--- src/rtl/inst_mem_loader_if.sv ---
// Byte-stream input and instruction-memory write port of the loader.
// Signal names match the original loader ports so existing wiring maps one-to-one.
interface inst_mem_loader_if;
   logic        Start;
   logic [13:0] Length;
   logic        Abort;
   logic [7:0]  ByteIn;
   logic        ByteValid;
   logic        ByteReady;
   logic        WriteEn;
   logic [31:0] WriteAdd;
   logic [31:0] WriteData;
   logic        Busy;
   logic        Done;
   logic        Error;
   logic [13:0] WordCount;

   modport master (
      output Start, Length, Abort, ByteIn, ByteValid,
      input  ByteReady, WriteEn, WriteAdd, WriteData, Busy, Done, Error, WordCount
   );

   modport slave (
      input  Start, Length, Abort, ByteIn, ByteValid,
      output ByteReady, WriteEn, WriteAdd, WriteData, Busy, Done, Error, WordCount
   );
endinterface

--- src/rtl/inst_mem_loader.sv ---
// Assembles big-endian 32-bit instruction words from a byte stream and
// writes them to consecutive word addresses of the instruction memory.
module inst_mem_loader #(
   parameter int unsigned MAX_WORDS = 8192
) (
   input logic              clk,
   input logic              rst,
   inst_mem_loader_if.slave bus
);

   typedef enum logic [1:0] {IDLE, LOAD, WRITE, FIN} state_t;

   state_t      state_q, state_d;
   logic [1:0]  bcnt_q, bcnt_d;
   logic [23:0] asm_q, asm_d;
   logic [13:0] len_q, len_d;
   logic [13:0] cnt_q, cnt_d;
   logic [13:0] wadd_q, wadd_d;
   logic [31:0] wdata_q, wdata_d;
   logic        err_q, err_d;

   logic        accept;
   logic        len_zero;
   logic        len_over;
   logic [13:0] cnt_inc;

   assign accept   = (state_q == LOAD) && bus.ByteValid;
   assign len_zero = (bus.Length == '0);
   assign len_over = (32'(bus.Length) > MAX_WORDS);
   assign cnt_inc  = cnt_q + 14'd1;

   always_comb begin
      state_d = state_q;
      bcnt_d  = bcnt_q;
      asm_d   = asm_q;
      len_d   = len_q;
      cnt_d   = cnt_q;
      wadd_d  = wadd_q;
      wdata_d = wdata_q;
      err_d   = 1'b0;
      unique case (state_q)
         IDLE: begin
            if (bus.Start) begin
               if (len_over) begin
                  err_d = 1'b1;
               end else begin
                  len_d   = bus.Length;
                  cnt_d   = '0;
                  bcnt_d  = '0;
                  state_d = len_zero ? FIN : LOAD;
               end
            end
         end
         LOAD: begin
            if (bus.Abort) begin
               state_d = IDLE;
            end else if (accept) begin
               asm_d  = {asm_q[15:0], bus.ByteIn};
               bcnt_d = bcnt_q + 2'd1;
               // Word and address are captured here so the write port is purely registered.
               if (bcnt_q == 2'd3) begin
                  wdata_d = {asm_q, bus.ByteIn};
                  wadd_d  = cnt_q;
                  state_d = WRITE;
               end
            end
         end
         WRITE: begin
            if (bus.Abort) begin
               state_d = IDLE;
            end else begin
               cnt_d   = cnt_inc;
               state_d = (cnt_inc == len_q) ? FIN : LOAD;
            end
         end
         FIN: begin
            state_d = IDLE;
         end
         default: begin
            state_d = IDLE;
         end
      endcase
   end

   always_ff @(posedge clk or posedge rst) begin
      if (rst) begin
         state_q <= IDLE;
         bcnt_q  <= '0;
         asm_q   <= '0;
         len_q   <= '0;
         cnt_q   <= '0;
         wadd_q  <= '0;
         wdata_q <= '0;
         err_q   <= 1'b0;
      end else begin
         state_q <= state_d;
         bcnt_q  <= bcnt_d;
         asm_q   <= asm_d;
         len_q   <= len_d;
         cnt_q   <= cnt_d;
         wadd_q  <= wadd_d;
         wdata_q <= wdata_d;
         err_q   <= err_d;
      end
   end

   // Abort during WRITE cancels the strobe in the same cycle.
   assign bus.WriteEn   = (state_q == WRITE) && !bus.Abort;
   assign bus.ByteReady = (state_q == LOAD);
   assign bus.Busy      = (state_q != IDLE);
   assign bus.Done      = (state_q == FIN);
   assign bus.Error     = err_q;
   assign bus.WriteAdd  = {18'd0, wadd_q};
   assign bus.WriteData = wdata_q;
   assign bus.WordCount = cnt_q;

endmodule

--- src/flat_wrapper.sv ---
// flat-port wrapper written by rule: the top's interface ports become plain ports
module inst_mem_loader_flat 
#(
   parameter int unsigned MAX_WORDS = 8192
)
  (clk, rst, bus_Start, bus_Length, bus_Abort, bus_ByteIn, bus_ByteValid, bus_ByteReady, bus_WriteEn, bus_WriteAdd, bus_WriteData, bus_Busy, bus_Done, bus_Error, bus_WordCount);
  inst_mem_loader_if bus_i ();
  input logic clk;
  input logic rst;
  input wire logic [$bits(bus_i.Start)-1:0] bus_Start;
  input wire logic [$bits(bus_i.Length)-1:0] bus_Length;
  input wire logic [$bits(bus_i.Abort)-1:0] bus_Abort;
  input wire logic [$bits(bus_i.ByteIn)-1:0] bus_ByteIn;
  input wire logic [$bits(bus_i.ByteValid)-1:0] bus_ByteValid;
  output wire logic [$bits(bus_i.ByteReady)-1:0] bus_ByteReady;
  output wire logic [$bits(bus_i.WriteEn)-1:0] bus_WriteEn;
  output wire logic [$bits(bus_i.WriteAdd)-1:0] bus_WriteAdd;
  output wire logic [$bits(bus_i.WriteData)-1:0] bus_WriteData;
  output wire logic [$bits(bus_i.Busy)-1:0] bus_Busy;
  output wire logic [$bits(bus_i.Done)-1:0] bus_Done;
  output wire logic [$bits(bus_i.Error)-1:0] bus_Error;
  output wire logic [$bits(bus_i.WordCount)-1:0] bus_WordCount;
  assign bus_i.Start = bus_Start;
  assign bus_i.Length = bus_Length;
  assign bus_i.Abort = bus_Abort;
  assign bus_i.ByteIn = bus_ByteIn;
  assign bus_i.ByteValid = bus_ByteValid;
  assign bus_ByteReady = bus_i.ByteReady;
  assign bus_WriteEn = bus_i.WriteEn;
  assign bus_WriteAdd = bus_i.WriteAdd;
  assign bus_WriteData = bus_i.WriteData;
  assign bus_Busy = bus_i.Busy;
  assign bus_Done = bus_i.Done;
  assign bus_Error = bus_i.Error;
  assign bus_WordCount = bus_i.WordCount;
  inst_mem_loader #(.MAX_WORDS(MAX_WORDS)) u_core (.clk(clk), .rst(rst), .bus(bus_i));
endmodule
--- config.mk ---
export PLATFORM = sky130hd
export DESIGN_NAME = inst_mem_loader_flat
export DESIGN_NICKNAME = d
export VERILOG_FILES = /design/src/rtl/inst_mem_loader_if.sv /design/src/rtl/inst_mem_loader.sv /design/src/flat_wrapper.sv
export SDC_FILE = /design/constraint.sdc
export NUM_CORES = 1
export LEC_CHECK = 0
export CORE_MARGIN = 1
export CORE_UTILIZATION = 35
export DETAILED_ROUTE_END_ITERATION = 6
export GPL_ROUTABILITY_DRIVEN = 0
export GPL_TIMING_DRIVEN = 0
export SYNTH_ARGS = -nofsm -noshare
export SYNTH_HDL_FRONTEND = slang
export SYNTH_SLANG_ARGS = --single-unit
--- constraint.sdc ---
create_clock -name clk -period 4.65 [get_ports clk]
set_clock_uncertainty 0.15 [all_clocks]
set_input_delay 0.93 -clock clk [delete_from_list [all_inputs] [get_ports clk]]
set_output_delay 0.93 -clock clk [all_outputs]
set_load 0.01 [all_outputs]
==> impl_metrics.ini <==
[run_status]
status = finished clean

[pwr]
ir_worst_vdd_uv = 254
power_density_nw_per_um2 = 379
p_leak_nw = 2.87

[finish]
drive_gt1_frac = 0.259
finish.instance_area_um2 = 6290
area_delta_synth_final_pct = 33.0
mostFrequentLayoutCells = dfrtp_1 (103), clkdlybuf4s50_1 (91), mux2_2 (73), buf_4 (19)
final_nets = 534
fillers = 1203
antenna_cells = 0
final_common_cell = dfrtp_1

[clock_tree]
post_cts_buffers = 0
cts.sinks = 103
clock_latency_ps = 350
clockRootBuffer = clkbuf_16
cts_max_level = 3
cts_made_buffers = 9
hold_buffers = 0
cts-resized-gates = 0
clockBufferDepth = 2
path_clk_slew_ps = 70
cts_tree = yes

[synth]
synth_top_area_frac = 0.545
seq_area_frac_synth = 0.545
async_flop_share = 1.00
synth_top_area_cell = dfrtp_1
synthDistinctLibCells = 50
synth_area_per_cell_um2 = 12.3
synth-seq-cells = 103
synth_area_um2 = 4730
synth_cells = 385
synth_edf_count = 0
ys_top_cells_by_area = dfrtp_1 (54%), mux2_2 (17%), buf_4 (3.0%)
synth_ff_type = dfrtp_1
ys_warn_count = 0

[detailed_routing]
vias = 3325
wl_um = 10800
firstDrtPassIters = 4
drc = 0
ant_nets = 0
routed_via_density = 4.85
wl_per_cell_um = 15.7
drt-initial-drc-count = 133

[critical_path]
cp_top_family = buffers and inverters
worstPathRequired_ps = 3570
crit_slowest_cell = clkdlybuf4s50_1
criticalPathCategory = in -> out
ff2ff_setup_slack_ps = 2340
critPathLaunchType = input port
path_max_fanout = 10
max_stage_delay_ps = 550
crit_chain = clkdlybuf4s50_1 -> or3b_1 -> buf_2 -> clkbuf_1 -> inv_2 -> clkdlybuf4s50_1
cp.buffers_inverters = 5
critPathArrivalTime_ps = 2820
crit_top_cell = clkdlybuf4s50_1
worstSetupEndpointType = primary output

[floorplanning]
start_util = 0.359
core_um2 = 13200
fp.dieW_um = 118
rows = 42
die_y_um = 118
io_pins = 110
die_area_um2 = 14000

[global_route]
gr-usage-all-layers = 0.162
grt_pass1_vias = 3416
grt_max_degree = 59
grt_pass1_wl_um = 17600
grt.overflow.total = 0
antenna_found_initial = 0

[placement]
placed_area_um2 = 5960
io_buffer_count = 91
dp_hpwl_um = 7860

[timing]
finalSetupViolations = 0
tightestPinTransition_ps = 610
min_period_over_period = 0.839
hold_slack_ps = 348
slew_viol_final = 0
fmax_ghz = 0.256
finalSetupTns_ps = 0
max-slew-margin-rel = 0.593
fin_crit_ps = 3900
grt_setup_unrepaired = false
hold_violations = 0

[run]
drv_cap = 0

[worst_hold_path]
worst_hold_path_type = reg -> reg
state kept, by name, summed over array words and instances (netlist names):
register	flops
u_core.bus.WordCount	14
u_core.wadd_q	14
u_core.bus.Error	1
u_core.len_q	14
u_core.bcnt_q	2
u_core.bus.WriteData	32
u_core.state_q	2
u_core.asm_q	24
kinds of logic after synthesis:
logic type,Yosys count,synth area share
flops,103,0.545
mux,85,0.202
simple gates,81,0.0938
compound gates,53,0.0714
buf+inv,47,0.0584
xor+xnor,13,0.0241
fa+ha+maj,2,0.00529
other cells,1,0.000792
metrics by stage:
stage | std cells | util | power [mW] | setup WS [ps]
2_1_floorplan | 402 | - | 1.41 | 866
3_3_place_gp | 669 | 0.449 | 1.54 | -677
3_5_place_dp | 670 | 0.452 | 1.56 | 758
4_1_cts | 686 | 0.477 | 2.41 | 756
5_1_grt | 686 | 0.477 | 2.50 | 646
6_report | 686 | 0.477 | 2.38 | 747
cells in the mapped netlist, types with 7 or more instances:
master	instances
o21ai_1	10
nor2_1	18
buf_2	11
o21ai_0	14
xnor2_1	7
dfrtp_1	103
mux2_2	73
nand2_1	13
mux2_1	10
clkbuf_1	7
buf_4	19
nand3_1	8
path summary, 6_finish.rpt:
path / startpoint / to / cells past startpoint
max: bus_Abort / bus_WriteEn / 6
min: u_core.bus.WriteData[5] / u_core.bus.WriteData[5] / 1
max reg2reg: u_core.bus.WordCount[0] / u_core.state_q[1] / 6
min reg2reg: u_core.bus.WriteData[5] / u_core.bus.WriteData[5] / 1
max in group asynchronous: rst / u_core.asm_q[9] / 3
min in group asynchronous: rst / u_core.wadd_q[11] / 2
power breakdown:
group	switching (mW)	leakage (nW)	total (mW)	internal, mW
registers	0.116	1.36	1.16	1.04
clock network	0.350	0.166	0.845	0.495
logic	0.156	1.34	0.380	0.224
area by class of cell:
| cell class | instances | area (um2) | share of cell area |
|---|---|---|---|
| Multi-Input combinational cell | 252 | 1940 | 0.309 |
| Clock inverter | 6 | 97.6 | 0.0155 |
| Tap cell | 176 | 220 | 0.0350 |
| Inverter | 8 | 32.5 | 0.00517 |
| Buffer | 39 | 246 | 0.0392 |
| Sequential cell | 103 | 2580 | 0.409 |
| Timing Repair Buffer | 92 | 938 | 0.149 |
| Clock buffer | 10 | 239 | 0.0380 |
routing by layer:
layer | track usage | share of wire
met1 | 0.193 | 0.42
met2 | 0.277 | 0.50
met3 | 0.0492 | 0.068
met4 | 0.0545 | 0.014
met5 | 0 | 0
Power figures use the tool's default switching activity.
